--- src/rtl/wb_stage_pkg.sv ---
// Shared definitions for the writeback stage: writeback-source codes,
// load-operation codes, reset PC default and the stage-register layout.
package wb_stage_pkg;

    localparam logic [1:0] WB_SEL_ALU = 2'b00;
    localparam logic [1:0] WB_SEL_MEM = 2'b01;
    localparam logic [1:0] WB_SEL_PC8 = 2'b10;

    localparam logic [2:0] LOAD_LW  = 3'b000;
    localparam logic [2:0] LOAD_LH  = 3'b001;
    localparam logic [2:0] LOAD_LHU = 3'b010;
    localparam logic [2:0] LOAD_LB  = 3'b011;
    localparam logic [2:0] LOAD_LBU = 3'b100;

    localparam logic [31:0] RESET_PC_DEFAULT = 32'h0000_3000;

    // Contents of the M/W pipeline register.
    typedef struct packed {
        logic        valid;
        logic [31:0] pc;
        logic        reg_write;
        logic [4:0]  rd_addr;
        logic [1:0]  wb_sel;
        logic [2:0]  load_op;
        logic [1:0]  addr_lo;
        logic [31:0] alu_result;
        logic [31:0] mem_rdata;
    } wb_entry_t;

endpackage

--- src/rtl/wb_stage_if.sv ---
// Bundle of stage control, M-stage inputs and W-stage outputs.
// master drives the M side and observes W; slave is the writeback stage.
interface wb_stage_if;
    logic        en;
    logic        flush;
    logic        m_valid;
    logic [31:0] m_pc;
    logic        m_reg_write;
    logic [4:0]  m_rd_addr;
    logic [1:0]  m_wb_sel;
    logic [2:0]  m_load_op;
    logic [1:0]  m_addr_lo;
    logic [31:0] m_alu_result;
    logic [31:0] m_mem_rdata;
    logic        w_reg_write;
    logic [4:0]  w_rd_addr;
    logic [31:0] w_wdata;
    logic [31:0] w_pcplus4;
    logic        w_valid;
    logic [31:0] retire_cnt;

    modport master (
        output en, flush, m_valid, m_pc, m_reg_write, m_rd_addr, m_wb_sel,
               m_load_op, m_addr_lo, m_alu_result, m_mem_rdata,
        input  w_reg_write, w_rd_addr, w_wdata, w_pcplus4, w_valid, retire_cnt
    );

    modport slave (
        input  en, flush, m_valid, m_pc, m_reg_write, m_rd_addr, m_wb_sel,
               m_load_op, m_addr_lo, m_alu_result, m_mem_rdata,
        output w_reg_write, w_rd_addr, w_wdata, w_pcplus4, w_valid, retire_cnt
    );
endinterface

--- src/rtl/wb_stage_load_ext.sv ---
// Load-data extension: picks the addressed byte/halfword out of an aligned
// memory word and sign- or zero-extends it. Unknown load codes behave as LW.
module wb_stage_load_ext
    import wb_stage_pkg::*;
(
    input  logic [31:0] rdata,
    input  logic [1:0]  addr_lo,
    input  logic [2:0]  load_op,
    output logic [31:0] ext_data
);

    logic [15:0] half_s;
    logic [7:0]  byte_s;

    // Select the addressed halfword and byte lanes.
    always_comb begin
        half_s = 16'h0000;
        byte_s = 8'h00;
        if (addr_lo[1]) begin
            half_s = rdata[31:16];
        end else begin
            half_s = rdata[15:0];
        end
        case (addr_lo)
            2'd0:    byte_s = rdata[7:0];
            2'd1:    byte_s = rdata[15:8];
            2'd2:    byte_s = rdata[23:16];
            2'd3:    byte_s = rdata[31:24];
            default: byte_s = rdata[7:0];
        endcase
    end

    // Extend the selected lane according to the load operation.
    always_comb begin
        ext_data = rdata;
        case (load_op)
            LOAD_LW:  ext_data = rdata;
            LOAD_LH:  ext_data = {{16{half_s[15]}}, half_s};
            LOAD_LHU: ext_data = {16'h0000, half_s};
            LOAD_LB:  ext_data = {{24{byte_s[7]}}, byte_s};
            LOAD_LBU: ext_data = {24'h00_0000, byte_s};
            default:  ext_data = rdata;
        endcase
    end

endmodule

--- src/rtl/wb_stage.sv ---
// Writeback stage: M/W pipeline register, writeback-source mux driving the
// register-file write port, and a retired-instruction counter.
// W outputs are decoded only from the stage register, never from M inputs.
module wb_stage
    import wb_stage_pkg::*;
#(
    parameter logic [31:0] RESET_PC = RESET_PC_DEFAULT
) (
    input  logic       clk,
    input  logic       reset,
    wb_stage_if.slave  bus
);

    wb_entry_t   stage_r;
    wb_entry_t   bubble_s;
    wb_entry_t   incoming_s;
    logic [31:0] retire_r;
    logic [31:0] load_data_s;
    logic [31:0] wdata_s;

    // Empty slot loaded on reset and flush.
    always_comb begin
        bubble_s    = '0;
        bubble_s.pc = RESET_PC;
    end

    // Pack the M-stage inputs into a stage entry.
    always_comb begin
        incoming_s            = '0;
        incoming_s.valid      = bus.m_valid;
        incoming_s.pc         = bus.m_pc;
        incoming_s.reg_write  = bus.m_reg_write;
        incoming_s.rd_addr    = bus.m_rd_addr;
        incoming_s.wb_sel     = bus.m_wb_sel;
        incoming_s.load_op    = bus.m_load_op;
        incoming_s.addr_lo    = bus.m_addr_lo;
        incoming_s.alu_result = bus.m_alu_result;
        incoming_s.mem_rdata  = bus.m_mem_rdata;
    end

    // Stage register: flush beats enable, enable beats hold.
    always_ff @(posedge clk or posedge reset) begin
        if (reset) begin
            stage_r <= bubble_s;
        end else if (bus.flush) begin
            stage_r <= bubble_s;
        end else if (bus.en) begin
            stage_r <= incoming_s;
        end else begin
            stage_r <= stage_r;
        end
    end

    // Count an instruction when it leaves W normally; a flushed one does not count.
    always_ff @(posedge clk or posedge reset) begin
        if (reset) begin
            retire_r <= 32'h0000_0000;
        end else if (stage_r.valid && bus.en && !bus.flush) begin
            retire_r <= retire_r + 32'd1;
        end else begin
            retire_r <= retire_r;
        end
    end

    wb_stage_load_ext u_load_ext (
        .rdata    (stage_r.mem_rdata),
        .addr_lo  (stage_r.addr_lo),
        .load_op  (stage_r.load_op),
        .ext_data (load_data_s)
    );

    // Writeback source select; the reserved code writes zero.
    always_comb begin
        wdata_s = 32'h0000_0000;
        case (stage_r.wb_sel)
            WB_SEL_ALU: wdata_s = stage_r.alu_result;
            WB_SEL_MEM: wdata_s = load_data_s;
            WB_SEL_PC8: wdata_s = stage_r.pc + 32'd8;
            default:    wdata_s = 32'h0000_0000;
        endcase
    end

    // Writes to $zero are suppressed here so the GRF and forwarding agree.
    assign bus.w_reg_write = stage_r.valid & stage_r.reg_write & (stage_r.rd_addr != 5'd0);
    assign bus.w_rd_addr   = stage_r.rd_addr;
    assign bus.w_wdata     = wdata_s;
    assign bus.w_pcplus4   = stage_r.pc + 32'd4;
    assign bus.w_valid     = stage_r.valid;
    assign bus.retire_cnt  = retire_r;

endmodule
--- src/flat_wrapper.sv ---
// flat-port wrapper written by rule: the top's interface ports become plain ports
module wb_stage_flat import wb_stage_pkg::*;
#(
    parameter logic [31:0] RESET_PC = RESET_PC_DEFAULT
)
  (clk, reset, bus_en, bus_flush, bus_m_valid, bus_m_pc, bus_m_reg_write, bus_m_rd_addr, bus_m_wb_sel, bus_m_load_op, bus_m_addr_lo, bus_m_alu_result, bus_m_mem_rdata, bus_w_reg_write, bus_w_rd_addr, bus_w_wdata, bus_w_pcplus4, bus_w_valid, bus_retire_cnt);
  wb_stage_if bus_i ();
  input  logic clk;
  input  logic reset;
  input wire logic [$bits(bus_i.en)-1:0] bus_en;
  input wire logic [$bits(bus_i.flush)-1:0] bus_flush;
  input wire logic [$bits(bus_i.m_valid)-1:0] bus_m_valid;
  input wire logic [$bits(bus_i.m_pc)-1:0] bus_m_pc;
  input wire logic [$bits(bus_i.m_reg_write)-1:0] bus_m_reg_write;
  input wire logic [$bits(bus_i.m_rd_addr)-1:0] bus_m_rd_addr;
  input wire logic [$bits(bus_i.m_wb_sel)-1:0] bus_m_wb_sel;
  input wire logic [$bits(bus_i.m_load_op)-1:0] bus_m_load_op;
  input wire logic [$bits(bus_i.m_addr_lo)-1:0] bus_m_addr_lo;
  input wire logic [$bits(bus_i.m_alu_result)-1:0] bus_m_alu_result;
  input wire logic [$bits(bus_i.m_mem_rdata)-1:0] bus_m_mem_rdata;
  output wire logic [$bits(bus_i.w_reg_write)-1:0] bus_w_reg_write;
  output wire logic [$bits(bus_i.w_rd_addr)-1:0] bus_w_rd_addr;
  output wire logic [$bits(bus_i.w_wdata)-1:0] bus_w_wdata;
  output wire logic [$bits(bus_i.w_pcplus4)-1:0] bus_w_pcplus4;
  output wire logic [$bits(bus_i.w_valid)-1:0] bus_w_valid;
  output wire logic [$bits(bus_i.retire_cnt)-1:0] bus_retire_cnt;
  assign bus_i.en = bus_en;
  assign bus_i.flush = bus_flush;
  assign bus_i.m_valid = bus_m_valid;
  assign bus_i.m_pc = bus_m_pc;
  assign bus_i.m_reg_write = bus_m_reg_write;
  assign bus_i.m_rd_addr = bus_m_rd_addr;
  assign bus_i.m_wb_sel = bus_m_wb_sel;
  assign bus_i.m_load_op = bus_m_load_op;
  assign bus_i.m_addr_lo = bus_m_addr_lo;
  assign bus_i.m_alu_result = bus_m_alu_result;
  assign bus_i.m_mem_rdata = bus_m_mem_rdata;
  assign bus_w_reg_write = bus_i.w_reg_write;
  assign bus_w_rd_addr = bus_i.w_rd_addr;
  assign bus_w_wdata = bus_i.w_wdata;
  assign bus_w_pcplus4 = bus_i.w_pcplus4;
  assign bus_w_valid = bus_i.w_valid;
  assign bus_retire_cnt = bus_i.retire_cnt;
  wb_stage #(.RESET_PC(RESET_PC)) u_core (.clk(clk), .reset(reset), .bus(bus_i));
endmodule
--- config.mk ---
export PLATFORM = sky130hd
export DESIGN_NAME = wb_stage_flat
export DESIGN_NICKNAME = d
export VERILOG_FILES = /design/src/rtl/wb_stage_pkg.sv /design/src/rtl/wb_stage_if.sv /design/src/rtl/wb_stage_load_ext.sv /design/src/rtl/wb_stage.sv /design/src/flat_wrapper.sv
export SDC_FILE = /design/constraint.sdc
export NUM_CORES = 1
export LEC_CHECK = 0
export ABC_AREA = 1
export CORE_ASPECT_RATIO = 1.25
export CORE_MARGIN = 5
export CORE_UTILIZATION = 25
export CTS_CLUSTER_SIZE = 25
export DETAILED_ROUTE_END_ITERATION = 10
export PLACE_DENSITY = 0.54
export RECOVER_POWER = 25
export SETUP_SLACK_MARGIN = 0.05
export SYNTH_ARGS = -nofsm -noshare
export SYNTH_HDL_FRONTEND = slang
export SYNTH_SLANG_ARGS = --single-unit
--- constraint.sdc ---
create_clock -name clk -period 8.3 [get_ports clk]
set_input_delay 1.245 -clock clk [delete_from_list [all_inputs] [get_ports clk]]
set_output_delay 1.245 -clock clk [all_outputs]
set_load 0.05 [all_outputs]
Yosys cells after proc, flatten, opt, wreduce, memory -nomap -nowiden
Index checks and enable logic that the tools add are counted.
- bits of input ports: 114
- word-level logic and storage cells: 37
- register bits: 142
- bitwise gates (word level): 2
- reductions and logical operators: 7
- equal/unequal tests: 9
- $add $sub $neg: 3
- mux-type cells: 6
- operators with widths (kind ; number):
    110-bit 2-to-1 mux ; 2
    32-bit case mux with 4 select lines ; 1
    32-bit case mux with 3 select lines ; 1
    32-bit by 1-bit adder with 32-bit output, second input constant ; 1
    32-bit by 3-bit adder with 32-bit output, second input constant ; 1
    32-bit by 4-bit adder with 32-bit output, second input constant ; 1
    8-bit case mux with 4 select lines ; 1
    16-bit 2-to-1 mux ; 1
    2-bit equality test, second input constant ; 3
    3-bit by 2-bit equality test with 1-bit output, second input constant ; 2
    5-bit nonzero test ; 1
    2-bit by 1-bit equality test with 1-bit output, second input constant ; 2
    2-bit zero test ; 2
    3-bit by 1-bit equality test with 1-bit output, second input constant ; 1
    3-bit equality test, second input constant ; 1
    1-bit AND ; 2
    1-bit logical AND ; 2
    2-bit nonzero test ; 1
    1-bit zero test ; 1

Depth between registers and ports, before layout
Gate-level depths: netlist of the first run.
- depth in word-level cells: 4
- mapped depth: 11

By module
From an unflattened synthesis of the first run, not the netlist that was laid out.
- cell total of the unflattened synthesis: 1138
- area, all modules: 8623.3 um^2
- by module, submodules not included (module ; times used ; seq. area each (um^2) ; area each (um^2) ; cells an instance):
    wb_stage ; 1 ; 3555.9 ; 7662.3 ; 941
    wb_stage_load_ext ; 1 ; 0.0 ; 960.9 ; 197

Worst setup path before layout of the first run
No wires, ideal clock.
- path type: register to output
- start: reg u_core.stage_r[81] (netlist name)
- end: out bus_w_pcplus4[23]
- buffers on the path: 0
- setup slack: 5011 ps
- data required time: 7055 ps
- data arrival time: 2044 ps
- cell stages (with the launch flop): 9
- path through: dfrtp_1 ha_1 nand3_2 inv_1 nand2_1 nor2_2 nand2_1 nor2_1 xor2_1
- longest elaborated chain between the ends: 1
- RTL lines (item ; line ; text):
    start, declared ; wb_stage.sv:14 ; wb_entry_t stage_r;
    start signal, assigned ; wb_stage.sv:44 ; stage_r <= bubble_s;
    start signal, assigned ; wb_stage.sv:46 ; stage_r <= bubble_s;
    start signal, assigned ; wb_stage.sv:48 ; stage_r <= incoming_s;
    32-bit by 3-bit adder with 32-bit output ; wb_stage.sv:87 ; assign bus.w_pcplus4 = stage_r.pc + 32'd4;
    end, declared ; flat_wrapper.sv:24 ; output wire logic [$bits(bus_i.w_pcplus4)-1:0] bus_w_pcplus4;
No other way between the ends.

Worst setup path in the final report of the first run
- start: in bus_flush
- end: reg u_core.stage_r[79] (netlist name)
- longest elaborated chain between the ends: 1
- elaborated cells between the ends (all ways): 2
- classes of those cells: mux (1); reduce/logical (1)
- RTL lines (item ; line ; text):
    start, declared ; flat_wrapper.sv:11 ; input wire logic [$bits(bus_i.flush)-1:0] bus_flush;
    110-bit 2-to-1 mux or 2-bit nonzero test (tied branches) ; - ;
Several ways; a longest one is shown, not always the timed one.
A chain may end at the register's enable or synchronous reset.

==> results.md, run 1 <==
| Quantity | Value |
|---|---|
| Post-DP Area | 10840 sq um |
| Initial antenna violation count | 5 |
| Final setup skew | 0.009993 ns |
| Layout overhead on the synthesized area | 37.62% |
| First-iteration detailed-routing DRC count | 579 |
| Number of rows created at floorplan | 74 |
| Finished layout cell area | 11440 sq um |
| Unique masters post-synth | 35 |
| Hold Crit Depth | 2 |
| Number of iterations in the first detailed-routing pass | 5 |
| Signal arrival time at the worst endpoint | 5.08 ns |
| Accumulated negative setup slack | 0 ns |
| Worst reg2reg startpoint | u_core.bus.w_valid$_DFFE_PP0P_ |
| Effective utilization at floorplan | 0.2536 |
| Warnings from Yosys | 0 |
| Worst reg2reg setup slack | 6.40 ns |
| Last weighted congestion value of the routability-driven placer | 0.9167 |
| Average footprint of a synthesized cell | 7.336 sq um |
| Failing checks | max-capacitance violations, max-slew violations |
| Run status | finished with violations |
| Total standard cell area after synthesis | 8312 sq um |
| First-pass GRT wire length | 52100 um |
| Ports | 217 |
| Worst setup path category | primary input to flop |
| Library cell occupying the most area in the post-synthesis netlist | sky130_fd_sc_hd__dfrtp_1 |
| Cell count of the worst reg-to-reg path | 7 |
| Share of Yosys cell area claimed by the top area cell type | 0.4215 |
| Worst Max-Slew Pin Slew | 4.301 ns |
| Average wire per cell in the routed design | 19.68 um |
| Synth top area cells | sky130_fd_sc_hd__dfrtp_1, sky130_fd_sc_hd__nand2_1, sky130_fd_sc_hd__o21ai_0 |
| Max-slew headroom | -1.883 |
| Max-cap violation count | 2 |
| Overflow after GRT | 0 |
| Critical Path RT | 8.64 ns |
| Vertical die dimension | 213.9 um |
| Final count of negative-setup-slack endpoints | 0 |
| Cells along the critical path | dlygate4sd3_1, nor2_4, clkbuf_1, clkinv_1, buf_4, o21ai_0 |
| Commonest cells after routing, fill and taps aside | sky130_fd_sc_hd__nand2_1, sky130_fd_sc_hd__clkdlybuf4s50_1, sky130_fd_sc_hd__dfrtp_1 |
| Vias in the first global route | 8370 |
| Post-synth net total | 1250 |
| Clock latency at the later pin of the worst-skew pair | 0.44 ns |
| Worst hold slack | 0.4873 ns |
| Number of endpoints with negative hold slack in the final report | 0 |
| Nets | 1446 |
| Remaining design rule violation count | 0 |
| Pin count of the biggest net entering global routing | 95 |
| Post-synthesis register bit count | 142 |
| CTS Hold Bufs | 0 |
| Leakage power | 4.904 nW |
| Antenna-violating nets left | 0 |
| Area of the die | 37020 sq um |
| Final period util | 0.5716 |
| Number of resized instances in the post-cts repair step | 0 |
| Master cell of the clock root buffer | sky130_fd_sc_hd__clkbuf_16 |
| Maximum level of the CTS H-tree | 4 |
| Achievable frequency | 210.8 MHz |
| Worst hold start | u_core.stage_r[45]$_DFFE_PP0P_ |
| Number of max-slew violations in the final report | 140 |
| Core outline area | 32780 sq um |
| Per-cell via count in the routed design | 4.707 |
| Unrepaired setup endpoints after global routing | false |
| Worst Setup End Kind | flop |
| Final wirelength | 34660 um |
| CTS Buf Count | 17 |
| Clock transition at the register clock pins on the worst setup and hold paths after CTS | 0.06 ns |
| Final HPWL DP | 26960 um |
| Largest fanout of any net on the critical path | 64 |
| Buffer levels on the longest clock path | 2 |
| Cell count after synthesis | 1133 |
| Via count | 8289 |
| CTS tree | done |
| Crit-path slowest cell | sky130_fd_sc_hd__clkbuf_1 |
| Min Tclk post-route | 4.744 ns |
| Count of buffers from port buffering | 216 |
| Sequential area share after synthesis | 0.4278 |
| Critical path launch point type | primary input |
| Highest ir drop seen on vdd | 0.1083 mV |
| FF-to-FF End | u_core.bus.retire_cnt[23]$_DFFE_PP0P_ |
| Share of cells above drive strength 1 | 0.05365 |
| Setup repair bufs after CTS | 0 |
| WHS Endpoint | u_core.stage_r[45]$_DFFE_PP0P_ |
| CP peak stage delay | 1.67 ns |
| Number of clock sinks | 142 |
| Width of the die | 173.1 um |
| Most frequent standard cell in the layout excluding fill and tap cells | sky130_fd_sc_hd__nand2_1 |
| Path class of the lowest-slack min-delay path | flop to flop |
| Power density over the cells | 178.1 nW/um^2 |
| Overall Global Routing Usage | 0.1846 |
-- cell type report --
type,instances,area [sq um]
antenna,1,2.502
clock buffer,22,464.2
clock inverter,10,136.4
fill,3531,21340
inverter,117,440.4
multi-input combinational,828,4105
sequential,142,3556
tap,418,523.0
timing repair buffer,223,2211
-- worst max path at each step --
| stage | from | endpoint | slack (ns) | cells past startpoint |
|---|---|---|---|---|
| floorplan | reset | u_core.bus.retire_cnt[0]$_DFFE_PP0P_ | 3.25 | 1 |
| global placement | u_core.stage_r[69]$_DFFE_PP0P_ | bus_w_wdata[20] | 4.25 | 7 |
| detailed placement | u_core.stage_r[69]$_DFFE_PP0P_ | bus_w_wdata[18] | 4.17 | 7 |
| CTS | u_core.stage_r[69]$_DFFE_PP0P_ | bus_w_wdata[18] | 3.69 | 7 |
| global route | reset | u_core.stage_r[18]$_DFFE_PP0P_ | 2.81 | 3 |
| finish | bus_flush | u_core.stage_r[79]$_DFFE_PP0P_ | 3.56 | 6 |
-- registers in the layout (all words and copies together), names as in the netlist --
name                   flops
u_core.bus.retire_cnt     32
u_core.stage_r           104
u_core.bus.w_rd_addr       5
u_core.bus.w_valid         1
-- metrics by stage --
step / std cells / util / power (mW) / worst slack, ns
global placement: 1728 / 0.3308 / 1.243 / 4.246
CTS: 1760 / 0.3491 / 2.059 / 3.695
floorplan: 1133 / - / 1.044 / 3.249
global route: 1760 / 0.3489 / 2.119 / 2.814
finish: 1761 / 0.3490 / 2.038 / 3.556
detailed placement: 1728 / 0.3308 / 1.245 / 4.166
-- routing by layer --
layer	wire length, um	global-route usage	share of wire
met1	14760	0.2313	0.43
met3	2130	0.04761	0.061
met4	1056	0.06608	0.030
met5	54	0	0.0016
met2	16660	0.3109	0.48
-- cell usage after synthesis --
library cell / instances
sky130_fd_sc_hd__o21ai_0: 96
sky130_fd_sc_hd__ha_1: 3
sky130_fd_sc_hd__a22oi_1: 2
sky130_fd_sc_hd__xnor2_1: 9
sky130_fd_sc_hd__nand3_4: 2
sky130_fd_sc_hd__a22o_1: 39
sky130_fd_sc_hd__buf_1: 5
sky130_fd_sc_hd__and3_1: 1
sky130_fd_sc_hd__nand3b_1: 4
sky130_fd_sc_hd__nand2_1: 351
sky130_fd_sc_hd__nand4_1: 9
sky130_fd_sc_hd__buf_2: 7
sky130_fd_sc_hd__a21oi_1: 43
sky130_fd_sc_hd__xor2_1: 39
sky130_fd_sc_hd__clkbuf_1: 24
sky130_fd_sc_hd__buf_4: 8
sky130_fd_sc_hd__nand3_2: 2
sky130_fd_sc_hd__o311ai_0: 1
sky130_fd_sc_hd__nand2_2: 9
sky130_fd_sc_hd__o22ai_1: 3
sky130_fd_sc_hd__nor2_2: 7
sky130_fd_sc_hd__nor2_1: 95
sky130_fd_sc_hd__nor3_2: 2
sky130_fd_sc_hd__o22a_1: 1
sky130_fd_sc_hd__nor2_4: 6
sky130_fd_sc_hd__o21ai_1: 3
sky130_fd_sc_hd__nand3_1: 91
sky130_fd_sc_hd__inv_1: 114
sky130_fd_sc_hd__nor3_4: 1
sky130_fd_sc_hd__nor3_1: 8
sky130_fd_sc_hd__dfstp_2: 2
sky130_fd_sc_hd__o211ai_1: 1
sky130_fd_sc_hd__dfrtp_1: 140
sky130_fd_sc_hd__inv_2: 3
sky130_fd_sc_hd__buf_6: 2
-- logic make-up (layout without fill, tap and decap cells) --
logic type | count (synthesis) | after routing | share of synthesized area
AO/OA/AOI/OAI | 189 | 189 | 0.1337
adder cells (fa/ha/maj) | 3 | 3 | 0.004517
AND/OR/NAND/NOR | 588 | 588 | 0.3033
other | 0 | 1 | 0
flip-flops | 142 | 142 | 0.4278
buffers and inverters | 163 | 372 | 0.08008
XOR/XNOR | 48 | 48 | 0.05058
-- worst max-delay path, delay by kind of cell --
| family | cells | cell delay (ns) |
|---|---|---|
| AO/OA/AOI/OAI | 1 | 0.28 |
| AND/OR/NAND/NOR | 1 | 0.12 |
| buffers and inverters | 4 | 3.37 |
-- where the power goes --
part / switching [mW] / internal [mW]
registers: 0.0417 / 0.733
clock network: 0.320 / 0.488
logic: 0.297 / 0.158
total: 0.659 / 1.38
Note: power is estimated with default switching activity, not from simulation.
==> run 2, diff against run 1 <==
clock period = 4.85 ns   (was 8.3 ns; I/O delays follow)
==> results.md, run 2 (synthesis gave the netlist of run 1 again) <==
| Quantity | Value | Delta |
|---|---|---|
| Crit-path slowest cell | sky130_fd_sc_hd__clkdlybuf4s50_1 |  |
| Power density over the cells | 306.3 nW/um^2 | +72% |
| Hold Crit Depth | 2 | unchanged |
| CTS Buf Count | 17 | unchanged |
| Path class of the lowest-slack min-delay path | flop to flop |  |
| Maximum level of the CTS H-tree | 4 | unchanged |
| Worst hold slack | 0.4921 ns | +0.004784 ns |
| Clock transition at the register clock pins on the worst setup and hold paths after CTS | 0.06 ns | about the same |
| Signal arrival time at the worst endpoint | 3.37 ns | -1.71 ns |
| Min Tclk post-route | 4.102 ns |  |
| Number of clock sinks | 142 | unchanged |
| Number of flip-flops in the largest register | 104 | unchanged |
| Max-cap violation count | 1 | -1 |
| Fin cells | 1762 | +0.057% |
| Combinational power share | 0.224 | about the same |
| Worst setup path category | flop to output pin |  |
| Number of endpoints with negative hold slack in the final report | 0 | unchanged |
| Finished layout cell area | 11460 sq um | +0.22% |
| Register share of total power | 0.378 | -0.002 |
| Count of buffers from port buffering | 216 | unchanged |
| Core outline area | 32780 sq um | unchanged |
| Number of resized instances in the post-cts repair step | 0 | unchanged |
| Worst reg2reg startpoint | u_core.bus.w_valid$_DFFE_PP0P_ |  |
| Vertical die dimension | 213.9 um | unchanged |
| Effective utilization at floorplan | 0.2536 | unchanged |
| Ports | 217 | unchanged |
| Final setup skew | 0.003502 ns | -0.006491 ns |
| Share of cells above drive strength 1 | 0.05506 | +0.001408 |
| Pwr Total | 3.512 mW | +72% |
| Clock latency at the later pin of the worst-skew pair | 0.43 ns | about the same |
| Largest fanout of any net on the critical path | 10 | -84% |
| First-iteration detailed-routing DRC count | 550 | -5.0% |
| Internal power | 2.357 mW | +71% |
| Final period util | 0.8459 |  |
| Highest ir drop seen on vdd | 0.1626 mV | +50% |
| First-pass GRT wire length | 53160 um | +2.0% |
| Vias in the first global route | 8648 | +3.3% |
| Worst Setup End Kind | output pin |  |
| Post-DP Area | 10880 sq um | +0.35% |
| Unrepaired setup endpoints after global routing | false |  |
| Initial antenna violation count | 3 | -2 |
| Leakage power | 4.928 nW | +0.50% |
| Cell count of the worst reg-to-reg path | 8 | +1 |
| Post-Place Setup Slack | 1.210 ns | -2.956 ns |
| Clock network fraction of design power | 0.398 | about the same |
| Worst Max-Slew Pin Slew | 2.338 ns | -1.963 ns |
| Nets | 1448 | +0.14% |
| Achievable frequency | 243.8 MHz |  |
| Commonest cells after routing, fill and taps aside | sky130_fd_sc_hd__nand2_1, sky130_fd_sc_hd__clkdlybuf4s50_1, sky130_fd_sc_hd__dfrtp_1 |  |
| Number of iterations in the first detailed-routing pass | 5 | unchanged |
| Critical path launch point type | flop |  |
| Number of max-slew violations in the final report | 110 | -21% |
| Area of the die | 37020 sq um | unchanged |
| Accumulated negative setup slack | 0 ns | unchanged |
| Number of rows created at floorplan | 74 | unchanged |
| Cells along the critical path | ha_1, nand2_1, nor2_4, nand2_2, nor2_1, nand4_1, xor2_1, clkdlybuf4s50_1 |  |
| Failing checks | max-capacitance violations, max-slew violations |  |
| Final Util | 0.3497 | +0.0007630 |
| Buffer levels on the longest clock path | 2 | unchanged |
| Placed instance count | 1730 | +0.12% |
| CTS tree | done |  |
| Master cell of the clock root buffer | sky130_fd_sc_hd__clkbuf_16 |  |
| Width of the die | 173.1 um | unchanged |
| Proportion of total power due to net switching | 0.3289 | +0.005608 |
| Setup repair bufs after CTS | 0 | unchanged |
| Worst setup path start | u_core.stage_r[79]$_DFFE_PP0P_ |  |
| Critical Path RT | 4.12 ns | -4.52 ns |
| Average wire per cell in the routed design | 20.18 um | +2.5% |
| P_sw | 1.155 mW | +75% |
| Via count | 8403 | +1.4% |
| Overflow after GRT | 0 | unchanged |
| Per-cell via count in the routed design | 4.769 | +1.3% |
| Final HPWL DP | 27550 um | +2.2% |
| Overall Global Routing Usage | 0.1888 | +0.004249 |
| Layout overhead on the synthesized area | 37.92% |  |
| Worst hold start | u_core.stage_r[45]$_DFFE_PP0P_ |  |
| Remaining design rule violation count | 0 | unchanged |
| CP peak stage delay | 0.86 ns | -0.81 ns |
| Run status | finished with violations |  |
| CTS Hold Bufs | 0 | unchanged |
| Final count of negative-setup-slack endpoints | 0 | unchanged |
| Post-route worst setup slack | 0.7475 ns | -2.808 ns |
| Most flop-heavy register | u_core.stage_r |  |
| Final-layout fill cell count | 3537 | +0.17% |
| Max-slew headroom | -0.5589 | +1.324 |
| Last weighted congestion value of the routability-driven placer | 0.9853 | +7.5% |
| Antenna Diode Count | 0 | -1 |
| Most frequent standard cell in the layout excluding fill and tap cells | sky130_fd_sc_hd__nand2_1 |  |
| Pin count of the biggest net entering global routing | 110 | +16% |
| Final wirelength | 35560 um | +2.6% |
| Antenna-violating nets left | 0 | unchanged |
## run 2: cell count changes in the layout (fill, tap and decap cells not counted), sizes merged
cell / delta
buf: +2
clkbuf: -2
clkinv: +2
clkinvlp: -2
inv: +2
diode: -1
## run 2: path summary, 6_finish.rpt
path	endpoint	slack [ns]
worst max register to register	u_core.bus.retire_cnt[23]$_DFFE_PP0P_	2.92
min in group asynchronous	u_core.stage_r[38]$_DFFE_PP0P_	0.94
worst max-delay path	bus_w_pcplus4[28]	0.75
max in group asynchronous	u_core.stage_r[107]$_DFFE_PP0P_	3.05
worst min-delay path	u_core.stage_r[45]$_DFFE_PP0P_	0.49
worst min register to register	u_core.stage_r[45]$_DFFE_PP0P_	0.49
## run 2: per-layer routing
layer  wire [um]  share of wire  track usage  up-vias
met4        1071          0.030      0.06691        6
met1       15230           0.43       0.2368     4017
met3        2174          0.061      0.04726       47
met5          47         0.0013            0        -
li1            -              -            -     4046
met2       17030           0.48       0.3193      287
## run 2: worst max-delay path, delay by kind of cell (launching register included)
family | cells | cell delay (ns)
buffers and inverters | 1 | 0.86
DFF | 1 | 0.67
xor gates and xnor gates | 1 | 0.26
and+or+nand+nor | 5 | 0.78
adders and majority gates | 1 | 0.35
## run 2: layout make-up
class,instances,area (sq um),share of cell area
Multi-Input combinational cell,828,4095,0.3572
Sequential cell,142,3556,0.3102
Timing Repair Buffer,225,2240,0.1954
Tap cell,418,523.0,0.04562
Clock buffer,20,446.7,0.03897
Inverter,117,444.2,0.03875
Clock inverter,12,158.9,0.01386
## run 2: power groups by stage
stage | registers (mW) | logic (mW) | clock network [mW]
final | 1.33 | 0.786 | 1.40
after global routing | 1.34 | 0.843 | 1.47
after CTS | 1.33 | 0.796 | 1.43
after detailed placement | 1.35 | 0.793 | 0
after global placement | 1.35 | 0.791 | 0
after floorplan | 1.38 | 0.405 | 0
